**config.mk**
```make
export PLATFORM = sky130hd
export DESIGN_NAME = bus_arbiter2
export DESIGN_NICKNAME = d
export VERILOG_FILES = /design/src/rtl/bus_arb_pkg.sv /design/src/rtl/bus_watchdog.sv /design/src/rtl/bus_arbiter2.sv
export SDC_FILE = /design/constraint.sdc
export NUM_CORES = 1
export LEC_CHECK = 0
export CAP_MARGIN = 10
export CORE_AREA = 8 8 118 120
export CTS_BUF_LIST = sky130_fd_sc_hd__clkbuf_4
export DETAILED_ROUTE_END_ITERATION = 10
export DIE_AREA = 0 0 126 128
export PLACE_DENSITY = 0.68
export SLEW_MARGIN = 20
export SYNTH_ARGS = -nofsm -noshare
export SYNTH_HDL_FRONTEND = slang
export SYNTH_SLANG_ARGS = --single-unit
```
**constraint.sdc**
```tcl
create_clock -name clk -period 2.1 [get_ports clk]
set_input_delay 0.21 -clock clk [delete_from_list [all_inputs] [get_ports clk]]
set_output_delay 0.21 -clock clk [all_outputs]
set_load 0.01 [all_outputs]
```
**src/rtl/bus_arb_pkg.sv**
```systemverilog
// Shared types for the two-master bus arbiter.
//   arb_state_e : arbiter FSM states
//   mst_idx_e   : master index (M0/M1)
//   bus_req_t   : request payload carried from a master to the slave side
//   ERR_DATA_DEF: read value returned to a master whose transfer was killed by the watchdog
package bus_arb_pkg;

   typedef enum logic {IDLE = 1'b0, BUSY = 1'b1} arb_state_e;

   typedef enum logic {M0 = 1'b0, M1 = 1'b1} mst_idx_e;

   localparam logic [31:0] ERR_DATA_DEF = 32'hDEADBEEF;

   typedef struct packed {
      logic [31:0] addr;
      logic [2:0]  size;
      logic        write;
      logic [31:0] wdata;
   } bus_req_t;

   function automatic logic [1:0] idx_to_gnt(input mst_idx_e idx);
      return (idx == M1) ? 2'b10 : 2'b01;
   endfunction

endpackage

```
**src/rtl/bus_watchdog.sv**
```systemverilog
// Transfer watchdog with a saturating event counter.
//   clk, rst    : clock, synchronous active-high reset
//   clr         : reload the down-counter (held while no transfer is in flight)
//   en          : count one stalled cycle
//   evt         : a timeout was taken; bump timeout_cnt
//   tc          : terminal count reached (the current cycle is the last one allowed)
//   timeout_cnt : saturating count of evt pulses since reset
module bus_watchdog #(
   parameter int unsigned TIMEOUT = 64,
   parameter int unsigned CNT_W   = 8
) (
   input  logic             clk,
   input  logic             rst,
   input  logic             clr,
   input  logic             en,
   input  logic             evt,
   output logic             tc,
   output logic [CNT_W-1:0] timeout_cnt
);

   localparam int unsigned WD_W = $clog2(TIMEOUT);
   localparam logic [WD_W-1:0] WD_LOAD = WD_W'(TIMEOUT - 1);

   logic [WD_W-1:0]  wd_q, wd_d;
   logic [CNT_W-1:0] cnt_q, cnt_d;

   // Down-counter loaded with TIMEOUT-1 so it reaches zero on the TIMEOUT-th stalled cycle.
   always_comb begin
      wd_d = wd_q;
      if (clr) begin
         wd_d = WD_LOAD;
      end else if (en && (wd_q != '0)) begin
         wd_d = wd_q - WD_W'(1);
      end
   end

   always_comb begin
      cnt_d = cnt_q;
      if (evt && (cnt_q != '1)) begin
         cnt_d = cnt_q + CNT_W'(1);
      end
   end

   always_ff @(posedge clk) begin
      if (rst) begin
         wd_q  <= WD_LOAD;
         cnt_q <= '0;
      end else begin
         wd_q  <= wd_d;
         cnt_q <= cnt_d;
      end
   end

   assign tc          = (wd_q == '0);
   assign timeout_cnt = cnt_q;

endmodule

```
**src/rtl/bus_arbiter2.sv**
```systemverilog
// Round-robin arbiter sharing one valid/ready bus between two masters.
//   clk, rst                      : clock, synchronous active-high reset
//   m0_* / m1_*                   : master request payload, valid, read data and ready
//   s_addr/s_size/s_write/s_wdata : payload of the granted master, zero when idle
//   s_valid, s_rdata, s_ready     : slave-side handshake
//   gnt                           : one-hot grant (bit0 = m0, bit1 = m1)
//   timeout, timeout_cnt          : watchdog termination strobe and saturating count
//
// state | meaning
// IDLE  | no grant; arbitrate among pending requests
// BUSY  | grant held until slave ready, master drop or watchdog expiry
module bus_arbiter2 import bus_arb_pkg::*; #(
   parameter int unsigned TIMEOUT  = 64,
   parameter logic [31:0] ERR_DATA = ERR_DATA_DEF,
   parameter int unsigned CNT_W    = 8
) (
   input  logic             clk,
   input  logic             rst,
   input  logic [31:0]      m0_addr,
   input  logic [2:0]       m0_size,
   input  logic             m0_write,
   input  logic [31:0]      m0_wdata,
   input  logic             m0_valid,
   output logic [31:0]      m0_rdata,
   output logic             m0_ready,
   input  logic [31:0]      m1_addr,
   input  logic [2:0]       m1_size,
   input  logic             m1_write,
   input  logic [31:0]      m1_wdata,
   input  logic             m1_valid,
   output logic [31:0]      m1_rdata,
   output logic             m1_ready,
   output logic [31:0]      s_addr,
   output logic [2:0]       s_size,
   output logic             s_write,
   output logic [31:0]      s_wdata,
   output logic             s_valid,
   input  logic [31:0]      s_rdata,
   input  logic             s_ready,
   output logic [1:0]       gnt,
   output logic             timeout,
   output logic [CNT_W-1:0] timeout_cnt
);

   arb_state_e state_q, state_d;
   logic [1:0] gnt_q, gnt_d;
   mst_idx_e   last_q, last_d;

   bus_req_t   m0_req, m1_req, sel_req, s_req;
   mst_idx_e   sel, win;
   logic       sel_vld;
   logic       mst_ready;
   logic [31:0] mst_rdata;
   logic       wd_en, wd_tc;

   assign m0_req = '{addr: m0_addr, size: m0_size, write: m0_write, wdata: m0_wdata};
   assign m1_req = '{addr: m1_addr, size: m1_size, write: m1_write, wdata: m1_wdata};

   assign sel     = gnt_q[1] ? M1 : M0;
   assign sel_req = (sel == M1) ? m1_req : m0_req;
   assign sel_vld = (sel == M1) ? m1_valid : m0_valid;

   always_comb begin
      state_d   = state_q;
      gnt_d     = gnt_q;
      last_d    = last_q;
      win       = M0;
      s_req     = '0;
      s_valid   = 1'b0;
      mst_ready = 1'b0;
      mst_rdata = '0;
      timeout   = 1'b0;
      wd_en     = 1'b0;
      unique case (state_q)
         IDLE: begin
            if (m0_valid || m1_valid) begin
               if (m0_valid && m1_valid) begin
                  win = (last_q == M1) ? M0 : M1;
               end else begin
                  win = m1_valid ? M1 : M0;
               end
               gnt_d   = idx_to_gnt(win);
               state_d = BUSY;
            end
         end
         BUSY: begin
            s_req   = sel_req;
            s_valid = sel_vld;
            if (!sel_vld) begin
               // Master abandoned the request: release silently, round-robin order untouched.
               state_d = IDLE;
               gnt_d   = '0;
            end else if (s_ready) begin
               mst_ready = 1'b1;
               mst_rdata = s_rdata;
               state_d   = IDLE;
               gnt_d     = '0;
               last_d    = sel;
            end else if (wd_tc) begin
               mst_ready = 1'b1;
               mst_rdata = ERR_DATA;
               timeout   = 1'b1;
               s_valid   = 1'b0;
               state_d   = IDLE;
               gnt_d     = '0;
               last_d    = sel;
            end else begin
               wd_en = 1'b1;
            end
         end
         default: begin
            state_d = IDLE;
            gnt_d   = '0;
         end
      endcase
   end

   always_ff @(posedge clk) begin
      if (rst) begin
         state_q <= IDLE;
         gnt_q   <= '0;
         last_q  <= M1;
      end else begin
         state_q <= state_d;
         gnt_q   <= gnt_d;
         last_q  <= last_d;
      end
   end

   bus_watchdog #(
      .TIMEOUT (TIMEOUT),
      .CNT_W   (CNT_W)
   ) u_watchdog (
      .clk         (clk),
      .rst         (rst),
      .clr         (state_q == IDLE),
      .en          (wd_en),
      .evt         (timeout),
      .tc          (wd_tc),
      .timeout_cnt (timeout_cnt)
   );

   assign s_addr  = s_req.addr;
   assign s_size  = s_req.size;
   assign s_write = s_req.write;
   assign s_wdata = s_req.wdata;

   assign gnt      = gnt_q;
   assign m0_ready = mst_ready && (sel == M0);
   assign m1_ready = mst_ready && (sel == M1);
   assign m0_rdata = (sel == M0) ? mst_rdata : '0;
   assign m1_rdata = (sel == M1) ? mst_rdata : '0;

endmodule

```
# [Word level (Yosys, flattened, before mapping)]
# Index checks and enable logic that the tools add are counted.
[word_totals] reg_bits=18 input_bits=173 output_inout_bits=146 wordCells=63
[classes] addsub=2 n_eq_ne=3 mux=39 bitwise=2 reduce_logical=12
[op_table] op="two-way mux 32 bit" n=6
[op_table] op="two-way mux 68 bit" n=2
[op_table] op="two-way mux 1 bit" n=24
[op_table] op="two-way mux 2 bit" n=5
[op_table] op="adder 8 x 1 -> 8 bit, second input constant" n=1
[op_table] op="!= test 8 bit, second input constant" n=1
[op_table] op="logical NOT 6 bit" n=1
[op_table] op="nonzero test 6 bit" n=1
[op_table] op="subtractor 6 x 1 -> 6 bit, second input constant" n=1
[op_table] op="logical AND 1 bit" n=5
[op_table] op="!= test 4 x 3 -> 1 bit, second input constant" n=1
[op_table] op="case mux 2 bit (2 select lines)" n=1
[op_table] op="AND reduction 3 bit" n=1
[op_table] op="!= test 2 bit, second input constant" n=1
[op_table] op="NOT 1 bit" n=2
[op_table] op="case mux 1 bit (2 select lines)" n=1
[op_table] op="AND reduction 2 bit" n=1
[op_table] op="nonzero test 2 bit" n=1
[op_table] op="OR reduction 2 bit" n=1
[op_table] op="logical OR 1 bit" n=1

# [Logic depth before layout (Yosys ltp)]
[depth] depth_word=7 ltp_mapped=8

# [Cells and area by module]
# A second synthesis with hierarchy kept.
[unflattened] cells_unflattened=362 hier_area_um2=2481.1
[modules_own_cells] mod="bus_arbiter2" n_inst=1 cells_per_inst=281 area_per_inst_um2=1750.4 seq_area_each_um2=80.1
[modules_own_cells] mod="bus_watchdog" n_inst=1 cells_per_inst=81 area_per_inst_um2=730.7 seq_area_each_um2=280.3

# [Worst setup path after synthesis]
# No wires, ideal clock.
[synth_path] path_kind="register to output" start="register u_watchdog.wd_q[0]" end="output m0_rdata[18]" arrival_ns=1.555 required_ns=1.890 setup_slack_ns=0.335 stages_incl_launch_ff=9 n_path_buf=2 path_cell_list="dfxtp_1 -> inv_1 -> ha_1 -> nor2b_1 -> a21oi_1 -> or3_1 -> buf_2 -> buf_6 -> nor2_2"
[synth_via] elab_chain_cells=6
[synth_lines] element="start: declaration" line="bus_watchdog.sv:24" rtl="logic [WD_W-1:0] wd_q, wd_d;"
[synth_lines] element="start signal: assignment" line="bus_watchdog.sv:49" rtl="wd_q <= wd_d;"
[synth_lines] element="logical NOT 6 bit" line="bus_watchdog.sv:54" rtl="assign tc = (wd_q == '0);"
[synth_lines] element="two-way mux 32 bit" line="bus_arbiter2.sv:99" rtl="end else if (wd_tc) begin"
[synth_lines] element="two-way mux 32 bit" line="bus_arbiter2.sv:93" rtl="end else if (s_ready) begin"
[synth_lines] element="two-way mux 32 bit" line="bus_arbiter2.sv:89" rtl="if (!sel_vld) begin"
[synth_lines] element="two-way mux 32 bit" line="bus_arbiter2.sv:74" rtl="unique case (state_q)"
[synth_lines] element="two-way mux 32 bit" line="bus_arbiter2.sv:151" rtl="assign m0_rdata = (sel == M0) ? mst_rdata : '0;"
[synth_lines] element="end: declaration" line="bus_arbiter2.sv:24" rtl="output logic [31:0] m0_rdata,"
# Every way passes these cells.

# [Worst setup path after layout]
[layout_path] start="register u_watchdog.wd_q[1]" end="output m0_rdata[26]"
# Same word-level chain as after synthesis.

==> impl_results.md <==
- Antenna violations before repair: 0
- Cell Pwr Density: 236 nW/um^2
- Least-Margin Pin Slew: 0.608 ns
- Core footprint: 12,200 um^2
- Internal power: 1.02 mW
- Tcrit/Tclk final: 0.988
- Pins Over Slew Limit: 0
- Final count of negative-setup-slack endpoints: 0
- Syn Nets: 541
- Clock transition at path regs: 0.11 ns
- Area grow syn2layout: 155%
- Cts-stage hold buffer count: 0
- Grt total ovfl: 0
- Gate power share: 0.646
- Post-route cell area: 6400 um^2
- FILL cells: 1,159
- Synth Cell Area: 2510 um^2
- Maxcap violations: 0
- Total iterations of the first detailed-routing run: 4
- I/O Pins: 319
- Drt total wl: 16,200 um
- Psw: 0.492 mW
- HPWL after DPL: 13,200 um
- Slowest-stage cell, CP: or3_4
- Largest net degree at the start of global routing: 62
- Leak: 2.74 nW
- Std-Cell Rows: 41
- Mapped Cells: 365
- Vias/cell: 4.55
- Crit Path Class: reg2out
- Clock power frac: 0.121
- Maximum resistive drop on vdd: 0.125 mV
- Worst reg-to-reg setup slack: 0.08 ns
- Die W: 126 um
- Clock Sinks: 18
- Nets@finish: 883
- Final worst slack: 0.0255 ns
- Sequential cell area: 372 um^2
- Chip height: 128 um
- Fmax: 0.482 GHz
- Register share of total power: 0.232
- Critical Path AT: 1.86 ns
- Routability congestion estimate: 0.846
- H-Tree Level Count: 1
- GRT Total Usage: 0.177
- Cts bufs inserted: 3
- YS warnings: 0
- Die area: 16,100 um^2
- Antenna-violating nets left: 0
- Sw Share: 0.325
- Crit. End Element: primary output
- Worst slew margin: 0.593
- Fin. Hold Viols: 0
- Top_reg_cell synth: dfxtp_1
- N_diodes: 0
- Overall power: 1.51 mW
- Share of cells above drive strength 1: 0.221
- WP data required: 1.89 ns
- DP Area: 6010 um^2
- Crit path max fanout: 6
- EDFF count, synth: 0
- CTS tree: yes
- Worst-Skew Late Latency: 0.30 ns
- RSZ-0062 raised after global routing: true
- Crit path cell chain: inv_2, ha_4, nor2b_4, a21oi_2, or3_4, clkbuf_16, nor2_4, buf_6
- Area of the multi-input gates: 2160 um^2
- DRC: 0
- DR vias: 3,891
- Asr flop ratio synth: 0
- Register bit total from synthesis: 18
- Crit-path max cell delay: 0.41 ns
- Setup Skew: 0.0115 ns
- Starting Density: 0.206
- Hold WC Path Type: reg2reg
- Minimum clock period: 2.07 ns
- 1st-iter DRT viols: 168
- Pre-CTS setup slack: -0.261 ns
- Outcome: complete, no violations
- Critical Path Start Type: flop
- Clk root buf: clkbuf_4
- Netlist cell types: 45
- Avg Synthesized Cell Area: 6.88 um^2
- First-pass GRT wire length: 22,500 um
- Vias in the first global route: 3,911
- Routed wire per std cell: 18.9 um
- Clock Path Buffers: 2
- Sequential fraction of the synthesis area: 0.143
- PortBufs: 318
## layer usage
| metal | GRT usage | vias up | part of all wire |
|---|---|---|---|
| met1 | 0.176 | 1782 | 0.35 |
| met3 | 0.0724 | 12 | 0.096 |
| met2 | 0.339 | 183 | 0.54 |
| met4 | 0.0340 | 0 | 0.011 |
| met5 | 0 | - | 0 |
| li1 | - | 1914 | - |
## final timing paths
kind	start	end	depth (start not counted)
worst min register to register	u_watchdog.timeout_cnt[1]	u_watchdog.timeout_cnt[1]	2
worst max register to register	u_watchdog.wd_q[1]	u_watchdog.timeout_cnt[4]	9
worst min-delay path	u_watchdog.timeout_cnt[1]	u_watchdog.timeout_cnt[1]	2
worst max-delay path	u_watchdog.wd_q[1]	m0_rdata[26]	8
## placed cells by master, fill, tap and decap left out, types with 7 or more instances in the layout
| master | count |
|---|---|
| buf_4 | 27 |
| nor2b_1 | 26 |
| and2_1 | 14 |
| buf_6 | 27 |
| clkbuf_2 | 21 |
| dlygate4sd2_1 | 7 |
| buf_2 | 13 |
| mux2i_1 | 69 |
| nor2_4 | 18 |
| clkdlybuf4s50_1 | 241 |
| a21oi_1 | 9 |
| nor2_1 | 97 |
| nand2_1 | 8 |
| dlymetal6s2s_1 | 12 |
| dfxtp_1 | 13 |
## flip-flops by register name, summed over array words and instances (netlist names)
signal,flops
u_watchdog.wd_q,6
last_q,1
state_q,1
u_watchdog.timeout_cnt,8
gnt,2
## kinds of logic after synthesis
family / after synthesis / synth area share
mux: 71 / 0.284
compound gates: 30 / 0.0782
xor+xnor: 2 / 0.00697
simple gates: 205 / 0.406
flops: 18 / 0.143
buf+inv: 36 / 0.0667
fa+ha+maj: 3 / 0.0149
## critical path: cells and delay by family (launching register included)
| kind | cells | cell delay (ns) |
|---|---|---|
| flip-flops | 1 | 0.34 |
| AO/OA/AOI/OAI | 1 | 0.07 |
| adder cells (fa/ha/maj) | 1 | 0.13 |
| buffers and inverters | 3 | 0.38 |
| AND/OR/NAND/NOR | 3 | 0.64 |
## power by group through the flow
stage,sequential (mW),clock [mW],combinational [mW]
final,0.351,0.183,0.977
after global routing,0.352,0.212,1.04
after CTS,0.352,0.198,0.931
after detailed placement,0.358,0,0.929
after global placement,0.358,0,0.918
after floorplan,0.357,0,0.304
## area by class of cell
cell class              instances  area share
clock buffers                   3     0.00352
inverters                       9     0.00528
flip-flops and latches         18      0.0580
repair buffers                364       0.565
multi-input cells             311       0.338
clock inverters                 1    0.000586
well taps                     150      0.0293
## metrics by stage
stage,util,TNS [ns],std cells,hold slack (ns)
6_report,0.524,0,856,0.507
5_1_grt,0.524,-1.26,856,0.540
4_1_cts,0.494,-1.22,846,0.516
3_5_place_dp,0.493,-8.72,834,0.498
3_3_place_gp,0.493,-7.20,834,0.487
2_1_floorplan,-,0,365,0.415
## cell usage after synthesis (2+ instances only)
| cell type | n | share of area |
|---|---|---|
| nor2_2 | 19 | 0.047 |
| nor2_1 | 102 | 0.15 |
| nor3_1 | 5 | 0.010 |
| buf_2 | 11 | 0.022 |
| inv_1 | 7 | 0.010 |
| clkbuf_1 | 13 | 0.019 |
| nor3b_1 | 2 | 0.0060 |
| and2_1 | 16 | 0.040 |
| and3_1 | 2 | 0.0050 |
| o211ai_1 | 2 | 0.0060 |
| o41ai_1 | 2 | 0.0070 |
| o21ai_0 | 6 | 0.012 |
| nor2b_1 | 27 | 0.067 |
| o221a_2 | 2 | 0.0090 |
| or4_1 | 3 | 0.0090 |
| or3_1 | 3 | 0.0075 |
| nand3_1 | 6 | 0.012 |
| mux2i_1 | 69 | 0.27 |
| nand3b_1 | 2 | 0.0060 |
| dfxtp_1 | 18 | 0.14 |
| buf_6 | 2 | 0.0090 |
| inv_2 | 2 | 0.0030 |
| a21oi_1 | 10 | 0.020 |
| o31ai_1 | 2 | 0.0060 |
| ha_1 | 3 | 0.015 |
| nand2_1 | 10 | 0.015 |
## timing repair
item,CTS,global route
buffers inserted,6,6
resized for setup,184,117
setup endpoints to repair,116,122
gates cloned,2,5
pin swaps,3,7
Note: power is estimated with default switching activity, not from simulation.
